<file path="src/rtl/smult_pkg.sv">
// Shared types and constants for the smult_seq sequential radix-2 Booth multiplier.
// Holds the controller state enum, the Booth recode encodings and the default operand width.
package smult_pkg;

  localparam int DEFAULT_WIDTH = 16;

  typedef enum logic [1:0] {
    IDLE = 2'd0,
    CALC = 2'd1,
    DONE = 2'd2
  } state_e;

  // Recode of {multiplier LSB, previously shifted-out bit}.
  typedef enum logic [1:0] {
    BOOTH_NOP_0 = 2'b00,
    BOOTH_ADD   = 2'b01,
    BOOTH_SUB   = 2'b10,
    BOOTH_NOP_1 = 2'b11
  } booth_op_e;

  function automatic booth_op_e booth_recode(input logic q_lsb, input logic q_m1);
    return booth_op_e'({q_lsb, q_m1});
  endfunction

endpackage

</file>
<file path="src/rtl/smult_booth_step.sv">
// One combinational radix-2 Booth step: recode the bit pair, add/subtract the multiplicand
// into the upper accumulator half, then arithmetic-shift the whole accumulator right by one.
module smult_booth_step
  import smult_pkg::*;
#(
  parameter int  WIDTH    = DEFAULT_WIDTH,
  localparam int OUTWIDTH = 2 * WIDTH
) (
  input  logic [OUTWIDTH:0] acc_i,
  input  logic              q_m1_i,
  input  logic [WIDTH-1:0]  mcand_i,
  output logic [OUTWIDTH:0] acc_o,
  output logic              q_m1_o
);

  logic [WIDTH:0] hi;
  logic [WIDTH:0] mcand_ext;
  logic [WIDTH:0] sum;
  booth_op_e      op;

  always_comb begin
    hi        = acc_i[OUTWIDTH:WIDTH];
    mcand_ext = {mcand_i[WIDTH-1], mcand_i};
    op        = booth_recode(acc_i[0], q_m1_i);
    // NOTE: the default arm assigns sum on every path, so no latch is inferred.
    case (op)
      BOOTH_ADD: sum = hi + mcand_ext;
      BOOTH_SUB: sum = hi - mcand_ext;
      default:   sum = hi;
    endcase
    acc_o  = {sum[WIDTH], sum, acc_i[WIDTH-1:1]};
    q_m1_o = acc_i[0];
  end

endmodule

</file>
<file path="src/rtl/smult_seq.sv">
// Sequential signed multiplier, one Booth step per clock, valid/ready on both sides.
// Optional approximate mode: define SMULT_TRUNC_EN to zero the low TRUNC_BITS bits of P.
module smult_seq
  import smult_pkg::*;
#(
  parameter int  WIDTH      = DEFAULT_WIDTH,
  parameter int  TRUNC_BITS = 8,
  localparam int OUTWIDTH   = 2 * WIDTH
) (
  input  logic                clk,
  input  logic                rst_n,
  input  logic                in_valid,
  output logic                in_ready,
  input  logic [WIDTH-1:0]    IN1,
  input  logic [WIDTH-1:0]    IN2,
  output logic                out_valid,
  input  logic                out_ready,
  output logic [OUTWIDTH-1:0] P,
  output logic                busy
);

  localparam int              CNT_W     = $clog2(WIDTH);
  localparam logic [CNT_W-1:0] LAST_STEP = CNT_W'(WIDTH - 1);

  state_e              state_q;
  logic [OUTWIDTH:0]   acc_q, acc_d;
  logic                q_m1_q, q_m1_d;
  logic [WIDTH-1:0]    mcand_q;
  logic [CNT_W-1:0]    cnt_q;
  logic [OUTWIDTH-1:0] p_q, p_d;
  logic                out_valid_q;
  logic                busy_q;
  logic                accept;

  smult_booth_step #(.WIDTH(WIDTH)) u_step (
    .acc_i   (acc_q),
    .q_m1_i  (q_m1_q),
    .mcand_i (mcand_q),
    .acc_o   (acc_d),
    .q_m1_o  (q_m1_d)
  );

`ifdef SMULT_TRUNC_EN
  localparam logic [OUTWIDTH-1:0] KEEP_MASK = {OUTWIDTH{1'b1}} << TRUNC_BITS;
  assign p_d = acc_d[OUTWIDTH-1:0] & KEEP_MASK;
`else
  assign p_d = acc_d[OUTWIDTH-1:0];
`endif

  assign in_ready  = (state_q == IDLE) || ((state_q == DONE) && out_ready);
  assign accept    = in_valid && in_ready;
  assign out_valid = out_valid_q;
  assign busy      = busy_q;
  assign P         = p_q;

  always_ff @(posedge clk or negedge rst_n) begin
    // NOTE: the datapath registers are reset too, so P reads 0 and no stale operand survives reset.
    if (!rst_n) begin
      state_q     <= IDLE;
      acc_q       <= '0;
      q_m1_q      <= 1'b0;
      mcand_q     <= '0;
      cnt_q       <= '0;
      p_q         <= '0;
      out_valid_q <= 1'b0;
      busy_q      <= 1'b0;
    end else begin
      case (state_q)
        IDLE: ;
        CALC: begin
          acc_q  <= acc_d;
          q_m1_q <= q_m1_d;
          cnt_q  <= cnt_q + 1'b1;
          if (cnt_q == LAST_STEP) begin
            state_q     <= DONE;
            p_q         <= p_d;
            out_valid_q <= 1'b1;
            busy_q      <= 1'b0;
          end
        end
        DONE: begin
          if (out_ready) begin
            state_q     <= IDLE;
            out_valid_q <= 1'b0;
          end
        end
        default: state_q <= IDLE;
      endcase

      // NOTE: non-blocking updates let an accept here override the DONE->IDLE choice made above.
      if (accept) begin
        state_q <= CALC;
        busy_q  <= 1'b1;
        cnt_q   <= '0;
        acc_q   <= {{(WIDTH + 1){1'b0}}, IN2};
        q_m1_q  <= 1'b0;
        mcand_q <= IN1;
      end
    end
  end

endmodule

</file>
<file path="config.mk">
export PLATFORM = sky130hd
export DESIGN_NAME = smult_seq
export DESIGN_NICKNAME = d
export VERILOG_FILES = /design/src/rtl/smult_pkg.sv /design/src/rtl/smult_booth_step.sv /design/src/rtl/smult_seq.sv
export SDC_FILE = /design/constraint.sdc
export NUM_CORES = 1
export LEC_CHECK = 0
export CAP_MARGIN = 20
export CORE_UTILIZATION = 50
export DETAILED_ROUTE_END_ITERATION = 8
export GPL_TIMING_DRIVEN = 0
export HOLD_SLACK_MARGIN = 0.06
export MAX_ROUTING_LAYER = met4
export PLACE_DENSITY = 0.74
export SKIP_LAST_GASP = 1
export SLEW_MARGIN = 0
export SYNTH_ARGS = -nofsm -noshare
export SYNTH_HDL_FRONTEND = slang
export SYNTH_SLANG_ARGS = --single-unit
</file>
<file path="constraint.sdc">
create_clock -name clk -period 6.35 [get_ports clk]
set_input_delay 0.9525 -clock clk [delete_from_list [all_inputs] [get_ports clk]]
set_output_delay 0.9525 -clock clk [all_outputs]
set_load 0.005 [all_outputs]
</file>
==> results.cfg, run 1 <==
[run_status]
run_status = complete, no violations

[logic_synthesis]
yosys.cell_count.top_type = sky130_fd_sc_hd__nand2_1
ys.flop_type = sky130_fd_sc_hd__dfrtp_1
asyncSetResetFlopFracSynth_pct = 100
yosys.area.top_type_share_pct = 46.0
netlist_instances = 560
synth_common_cells = sky130_fd_sc_hd__nand2_1 (155), sky130_fd_sc_hd__dfrtp_1 (89), sky130_fd_sc_hd__o21ai_0 (47)
synthesis.area_sq_um = 4840
post_synth_main_area_contributors = sky130_fd_sc_hd__dfrtp_1 (46%), sky130_fd_sc_hd__nand2_1 (12%), sky130_fd_sc_hd__ha_1 (4.9%)
synth_warnings = 0
number_of_enable_flip_flop_cells_after_synthesis = 0
synthesis.area_per_instance_sq_um = 8.65
mappedNetlistNets = 616
yosys_register_bits = 89
yosys.cell_types.count = 54
netlist.top_cell.by_area = sky130_fd_sc_hd__dfrtp_1
seq_total_area_yosys_pct = 46.0

[cells_and_area]
nNetsFinal = 698
n_antenna_cell = 0
layout.cell_area.non_filler_sq_um = 5950
multiInputGateArea_sq_um = 2460
layout-area-overhead-vs-synth_pct = 22.8
drive_above_1_share_pct = 5.26
final-seq-area_sq_um = 2230
fillCellCount = 828
layout.core_utilization_pct = 63.8

[clock_tree]
worstSkewPairLatency_ns = 0.37
hold_buffers = 0
total_of_cells_resized_after_clock_tree_synthesis = 0
post_cts.repair.setup_buffers = 0
htree_levels = 3
tritoncts_clock_tree = done
cts-buffers-inserted = 9
cts.clk_slew.worst_paths_ns = 0.10
numClockSinks = 89
cts_buffer_depth = 2
clock-root-buffer = sky130_fd_sc_hd__clkbuf_8

[grt]
first_global_vias = 3945
grt_first_pass_wirelength_microns = 19900
globalRouteOverflowTotal = 0
grt_util_all_layers_pct = 26.1
grt_start_max_net_pins = 53
antenna_found_initial = 0

[floorplanning]
dieHeight_microns = 100
std_cell_core_area_sq_um = 9330
die_width_microns = 100
initial_utilization_pct = 51.9
die-area_sq_um = 10100
rows = 35
pin_count = 71

[timing]
fmax_mhz = 268
rsz0062_at_grt = false
final_hold_viol_count = 0
finalSetupViolCount = 0
min_period_over_period_pct = 58.7
final.setup_skew_ns = 0.0134
period_minus_slack_ns = 3.73
slew_viol_final = 0
worstMarginPinSlew_ns = 0.663
setup_total_negative_slack_ns = 0
slew_headroom_pct = 55.7

[flow_run]
max_cap_viol_count = 0

[setup_path]
start_kind = flip-flop
timing_worst_setup_path_type = flip-flop to flip-flop
cp-end-kind = flip-flop
path_max_fanout = 10
worstPathArrival_ns = 4.01
worstPathRequired_ns = 6.64

[drt]
drt-pass1-iter-count = 4
routed-via-count = 4308
antenna_violating_nets_post_route = 0
postRouteWirelength_microns = 12400
drt_first_iter_violations = 216
routed_via_density = 5.55
remaining_drc_errors = 0
detail_route.wl_per_cell_microns = 15.9

[placed_design]
port_buffers = 70
placed_area_sq_um = 5730
place_hpwl_microns = 9380
globalplace.congestion = 0.886

[worst_hold_path]
worstHoldPathType = flip-flop to flip-flop
==> state kept, by name (all words and copies together) (netlist names) <==
name	cells
mcand_q	16
state_q	2
P	32
out_valid	1
acc_q	32
busy	1
q_m1_q	1
cnt_q	4
==> per-layer routing <==
| layer | vias to the layer above | routed length [microns] | GRT usage [%] | share of wire (%) |
|---|---|---|---|---|
| met5 | - | 0 | - | 0 |
| met4 | 0 | 99 | 5.02 | 0.80 |
| met3 | 13 | 391 | 3.55 | 3.2 |
| met2 | 91 | 6140 | 42.6 | 50 |
| met1 | 2106 | 5730 | 35.3 | 46 |
| li1 | 2098 | - | - | - |
==> area by class of cell <==
| cell class | count | share of cell area [%] |
|---|---|---|
| plain buffers | 30 | 1.96 |
| repair buffers | 71 | 12.2 |
| well taps | 129 | 2.71 |
| multi-input cells | 431 | 41.4 |
| flip-flops and latches | 89 | 37.5 |
| inverters | 10 | 0.631 |
| clock inverters | 6 | 1.33 |
| clock buffers | 10 | 2.31 |
==> placed cells by master (no fill, tap or decap), drive strengths merged, types with 15 or more instances in the layout <==
| cell | count |
|---|---|
| nand2 | 155 |
| a22oi | 15 |
| nor2 | 33 |
| o21ai | 49 |
| inv | 15 |
| clkdlybuf4s50 | 69 |
| nand3 | 15 |
| ha | 19 |
| clkbuf | 35 |
| dfrtp | 89 |
| xnor2 | 19 |
| a21oi | 30 |
==> critical path: stages, from the launching register on <==
cell	delay, ns
sky130_fd_sc_hd__dfrtp_1	0.42
sky130_fd_sc_hd__ha_1	0.20
sky130_fd_sc_hd__clkbuf_1	0.30
sky130_fd_sc_hd__clkbuf_1	0.43
sky130_fd_sc_hd__mux2i_1	0.40
sky130_fd_sc_hd__ha_1	0.18
sky130_fd_sc_hd__nor2b_1	0.18
sky130_fd_sc_hd__o2111ai_1	0.24
sky130_fd_sc_hd__a2111oi_2	0.73
sky130_fd_sc_hd__o211ai_1	0.15
sky130_fd_sc_hd__a31o_2	0.30
sky130_fd_sc_hd__o21ai_1	0.11
==> per-stage QoR <==
step                cells  hold slack [ns]  worst slack, ns
floorplan             560            0.461             3.31
global placement      759            0.458             1.10
detailed placement    760            0.462             2.70
CTS                   776            0.486             2.66
global route          776            0.507             2.40
finish                776            0.484             2.62
==> cell families after synthesis <==
logic type | share of synthesized area [%]
AOI/OAI and AO/OA | 18.5
buffers and inverters | 3.18
DFF | 46.0
and+or+nand+nor | 21.4
adders and majority gates | 5.32
xor gates and xnor gates | 4.52
muxes | 1.03
==> path summary, 6_finish.rpt <==
path	startpoint	to	slack [ns]	cells after the start
min in group asynchronous	rst_n	P[1]	0.55	1
max in group asynchronous	rst_n	cnt_q[1]	5.17	2
worst max-delay path	acc_q[0]	acc_q[30]	2.62	11
worst max register to register	acc_q[0]	acc_q[30]	2.62	11
worst min register to register	P[14]	P[14]	0.48	2
worst min-delay path	P[14]	P[14]	0.48	2
Power of run 1 is left out: the tool's default activity adds up to more than one toggle a clock period on the data nets, which glitch-free logic cannot reach.
==> run 2: changes to the inputs <==
==> constraint.sdc (replaced) <==
create_clock -name clk -period 3.6 [get_ports clk]
set_input_delay 0.54 -clock clk [delete_from_list [all_inputs] [get_ports clk]]
set_output_delay 0.54 -clock clk [all_outputs]
set_load 0.005 [all_outputs]
==> run 2 against run 1 <==
  * Flip-flop and latch count stayed put
  * Clock skew hardly changed
  * Routed wire length is 0.61% lower
  * Register-to-register slack worse by 2.4 ns
  * Die area stayed put
  * Via count is 0.84% lower
  * Worst setup slack worse by 2.4 ns
  * Utilization is 0.17 points higher
  * Non-clock buffer count is 1 lower
  * Global-route usage stayed put
  * Design area is 0.27% higher
  * Clock-buffer cell count stayed put
==> results.cfg, run 2 (synthesis results as in run 1) <==
[placed_design]
port_buffers = 70
globalplace.congestion = 0.886
placement.setup.worst_slack_ns = -0.0502
placedCellCount = 760
place_hpwl_microns = 9380

[grt]
grt_first_pass_wirelength_microns = 19900
grt_util_all_layers_pct = 26.1
globalRouteOverflowTotal = 0
first_global_vias = 3944
grt_start_max_net_pins = 53
antenna_found_initial = 0

[drt]
detail_route.wl_per_cell_microns = 15.9
remaining_drc_errors = 0
routed_via_density = 5.51
antenna_violating_nets_post_route = 0
postRouteWirelength_microns = 12300
routed-via-count = 4272
drt_first_iter_violations = 201
drt-pass1-iter-count = 5

[clock_tree]
post_cts.repair.setup_buffers = 0
cts_buffer_depth = 2
hold_buffers = 0
worstSkewPairLatency_ns = 0.36
numClockSinks = 89
clock-root-buffer = sky130_fd_sc_hd__clkbuf_8
cts-buffers-inserted = 9
cts.clk_slew.worst_paths_ns = 0.10
htree_levels = 3
tritoncts_clock_tree = done

[timing]
rsz0062_at_grt = false
timing.hold.ws_ns = 0.144
period_minus_slack_ns = 3.35
final_hold_viol_count = 0
min_period_over_period_pct = 93.0
fmax_mhz = 299
final.setup_skew_ns = 0.0136
worstMarginPinSlew_ns = 0.593
setup_total_negative_slack_ns = 0
slew_headroom_pct = 60.1
finalSetupViolCount = 0
timing.final.ws_setup_ns = 0.253
slew_viol_final = 0

[floorplanning]
initial_utilization_pct = 51.9
rows = 35
die_width_microns = 100
std_cell_core_area_sq_um = 9330
die-area_sq_um = 10100
dieHeight_microns = 100
pin_count = 71

[cells_and_area]
layout-area-overhead-vs-synth_pct = 23.1
fillCellCount = 828
final-seq-area_sq_um = 2230
layout_commonest_cell = sky130_fd_sc_hd__nand2_1
multiInputGateArea_sq_um = 2480
fin_cells = 775
drive_above_1_share_pct = 5.57
nNetsFinal = 697
n_antenna_cell = 0
layout_common_cells = sky130_fd_sc_hd__nand2_1 (155), sky130_fd_sc_hd__dfrtp_1 (89), sky130_fd_sc_hd__clkdlybuf4s50_1 (69)

[setup_path]
start_kind = flip-flop
timing_worst_setup_path_type = flip-flop to flip-flop
worstPathRequired_ns = 3.88
worstPathArrival_ns = 3.62
cp-end-kind = flip-flop
path_max_fanout = 7

[flow_run]
max_cap_viol_count = 0

[run_status]
run_status = complete, no violations

[worst_hold_path]
worstHoldPathType = input pin to asynchronous set/reset pin
## run 2: cell types whose count changed in the layout (fill, tap and decap cells not counted), sizes merged
cell / change
clkbuf: -1
## run 2: final cells by class
class	count	area share [%]
clock inverter	6	1.32
tap	129	2.71
sequential	89	37.3
buffer	29	1.91
timing repair buffer	71	12.2
inverter	10	0.629
multi-input combinational	431	41.6
clock buffer	10	2.31
## run 2: worst max-delay path, cell delays in order (launching register included)
cell                       delay (ns)
sky130_fd_sc_hd__dfrtp_1         0.44
sky130_fd_sc_hd__or3_4           0.43
sky130_fd_sc_hd__nor2_1          0.10
sky130_fd_sc_hd__nor2_1          0.04
sky130_fd_sc_hd__nor2_1          0.24
sky130_fd_sc_hd__o21ai_0         0.17
sky130_fd_sc_hd__xnor2_1         0.15
sky130_fd_sc_hd__ha_1            0.36
sky130_fd_sc_hd__inv_1           0.14
sky130_fd_sc_hd__o21bai_1        0.11
sky130_fd_sc_hd__a21o_1          0.19
sky130_fd_sc_hd__or4_1           0.49
sky130_fd_sc_hd__a31o_2          0.27
sky130_fd_sc_hd__o21ai_1         0.11
## run 2: worst paths after layout
| kind | start | endpoint | slack [ns] | cells past startpoint |
|---|---|---|---|---|
| worst max-delay path | mcand_q[9] | acc_q[30] | 0.25 | 13 |
| worst min-delay path | rst_n | P[1] | 0.14 | 1 |
| worst max register to register | mcand_q[9] | acc_q[30] | 0.25 | 13 |
| worst min register to register | P[14] | P[14] | 0.48 | 2 |
| max in group asynchronous | rst_n | cnt_q[1] | 2.83 | 2 |
| min in group clk | P[14] | P[14] | 0.48 | 2 |
## run 2: through the flow
stage	instance area, sq um	utilization (%)
after global placement	5710	61.2
after floorplan	4840	-
after global routing	5960	63.9
after CTS	5960	63.9
after detailed placement	5730	61.4
final	5960	63.9
## run 2: what timing repair did
item / CTS / global route
endpoints found under the setup margin: 7 / 8
resized for setup: 2 / 1
endpoints found under the hold margin: 0 / 0
## run 2: layer usage
layer / vias to the layer above / wire length (microns) / GRT usage (%)
li1: 2098 / - / -
met1: 2088 / 5740 / 35.3
met2: 76 / 6110 / 42.6
met3: 10 / 365 / 3.55
met4: 0 / 75 / 5.02
met5: - / 0 / -
Power of run 2 is left out for the same reason.
==> run 3: changes to the inputs <==
--- a/config.mk
+++ b/config.mk
@@ -12,6 +12,7 @@
 export HOLD_SLACK_MARGIN = 0.06
 export MAX_ROUTING_LAYER = met4
 export PLACE_DENSITY = 0.74
+export RECOVER_POWER = 25
 export SKIP_LAST_GASP = 1
 export SLEW_MARGIN = 0
 export SYNTH_ARGS = -nofsm -noshare
==> constraint.sdc (replaced) <==
create_clock -name clk -period 3.1 [get_ports clk]
set_input_delay 0.465 -clock clk [delete_from_list [all_inputs] [get_ports clk]]
set_output_delay 0.465 -clock clk [all_outputs]
set_load 0.005 [all_outputs]
==> run 3 against run 2 <==
  * Highest routed layer unchanged
  * The run now ends with max-capacitance violations, max-slew violations left
  * Critical path type unchanged
  * Critical path depth fell by 1
  * Die area did not move
  * Clock skew rose by 0.00071 ns
==> results.cfg, run 3 (synthesis results as in run 1) <==
[grt]
antenna_found_initial = 0
grt_first_pass_wirelength_microns = 20500
first_global_vias = 4071
grt_start_max_net_pins = 53
globalRouteOverflowTotal = 0
grt_util_all_layers_pct = 26.8

[setup_path]
worstPathRequired_ns = 3.33
timing_worst_setup_path_type = flip-flop to flip-flop
worst_r2r_startpoint = mcand_q[0]
worstPathArrival_ns = 3.29
path_max_fanout = 6
cp-end-kind = flip-flop
start_kind = flip-flop
regToRegSetupSlack_ns = 0.04
worst-r2r-cell-count = 12
r2r_end = P[31]

[clock_tree]
clock-root-buffer = sky130_fd_sc_hd__clkbuf_8
cts-buffers-inserted = 9
cts.clk_slew.worst_paths_ns = 0.11
htree_levels = 3
tritoncts_clock_tree = done
worstSkewPairLatency_ns = 0.36
cts_buffer_depth = 2
numClockSinks = 89

[timing]
slew_headroom_pct = -44.2
rsz0062_at_grt = true
final_hold_viol_count = 0
timing.hold.ws_ns = 0.482
slew_viol_final = 38
min_period_over_period_pct = 98.9
fmax_mhz = 326
worstMarginPinSlew_ns = 2.16
finalSetupViolCount = 0
final.setup_skew_ns = 0.0144
period_minus_slack_ns = 3.06

[worst_hold_path]
whs_endpoint = P[14]
worstHoldPathCells = 2
timing.hold.worst.start = P[14]
worstHoldPathType = flip-flop to flip-flop

[floorplanning]
die_width_microns = 100
rows = 35
initial_utilization_pct = 51.9
dieHeight_microns = 100
pin_count = 71
std_cell_core_area_sq_um = 9330
die-area_sq_um = 10100

[cells_and_area]
n_antenna_cell = 0
layout_commonest_cell = sky130_fd_sc_hd__nand2_1
layout_common_cells = sky130_fd_sc_hd__nand2_1 (154), sky130_fd_sc_hd__dfrtp_1 (88), sky130_fd_sc_hd__clkdlybuf4s50_1 (69)
layout-area-overhead-vs-synth_pct = 31.3
nNetsFinal = 720
drive_above_1_share_pct = 14.3

[drt]
routed-via-count = 4422
detail_route.wl_per_cell_microns = 16.2
postRouteWirelength_microns = 12900
drt-pass1-iter-count = 5
remaining_drc_errors = 0
routed_via_density = 5.54
antenna_violating_nets_post_route = 0
drt_first_iter_violations = 210

[placed_design]
port_buffers = 70
place_hpwl_microns = 9380
globalplace.congestion = 0.886

[flow_run]
max_cap_viol_count = 1

[run_status]
violations = max-capacitance violations, max-slew violations
run_status = complete, but fails checks
run 3: critical path, cell delays in order, from the launching register on:
cell                       delay [ns]
sky130_fd_sc_hd__dfrtp_1         0.43
sky130_fd_sc_hd__buf_6           0.14
sky130_fd_sc_hd__nor3_4          0.22
sky130_fd_sc_hd__a31oi_4         0.14
sky130_fd_sc_hd__o21bai_1        0.20
sky130_fd_sc_hd__xnor2_1         0.20
sky130_fd_sc_hd__ha_2            0.34
sky130_fd_sc_hd__a21oi_2         0.17
sky130_fd_sc_hd__o21ai_1         0.10
sky130_fd_sc_hd__a31o_2          0.29
sky130_fd_sc_hd__or4_4           0.49
sky130_fd_sc_hd__nand4_1         0.12
sky130_fd_sc_hd__nand3_1         0.09
run 3: layout make-up:
cell class / count / area [sq um]
well taps: 129 / 161
inverters: 10 / 37.5
clock inverters: 6 / 78.8
flip-flops and latches: 89 / 2230
plain buffers: 29 / 126
multi-input cells: 431 / 2680
clock buffers: 10 / 138
repair buffers: 94 / 911
fillers: 780 / 2970
run 3: how the worst max path moves through the flow:
| stage | slack (ns) | depth (start not counted) | startpoint | end |
|---|---|---|---|---|
| after floorplan | 0.06 | 13 | q_m1_q | acc_q[31] |
| after global placement | -1.66 | 1 | rst_n | cnt_q[2] |
| after detailed placement | -0.55 | 12 | q_m1_q | P[30] |
| after CTS | 0.004 | 12 | mcand_q[9] | P[31] |
| after global routing | -0.03 | 12 | mcand_q[0] | P[31] |
| final | 0.04 | 12 | mcand_q[0] | P[31] |
run 3: routing by layer:
metal  wire, microns  global-route usage [%]
met3             404                    3.55
met4              90                    6.02
met1            5920                    35.8
met2            6520                    43.9
met5               0                       -
run 3: timing repair:
action / 4_1_cts / 5_1_grt
pin swaps: 5 / 28
hold buffers: 0 / 0
resized for setup: 17 / 46
buffers inserted: 11 / 12
endpoints found under the setup margin: 24 / 13
run 3: per-stage QoR:
step | utilization (%) | setup slack (ns) | area, sq um | setup TNS [ns] | std cells
after floorplan | - | 0.0602 | 4840 | 0 | 560
after global placement | 61.2 | -1.66 | 5710 | -153.15 | 759
after detailed placement | 61.4 | -0.550 | 5730 | -8.38 | 760
after CTS | 65.2 | 0.00375 | 6090 | 0 | 786
after global routing | 68.2 | -0.0307 | 6360 | -0.112 | 798
final | 68.2 | 0.0353 | 6360 | 0 | 798
Power of run 3 is left out for the same reason.
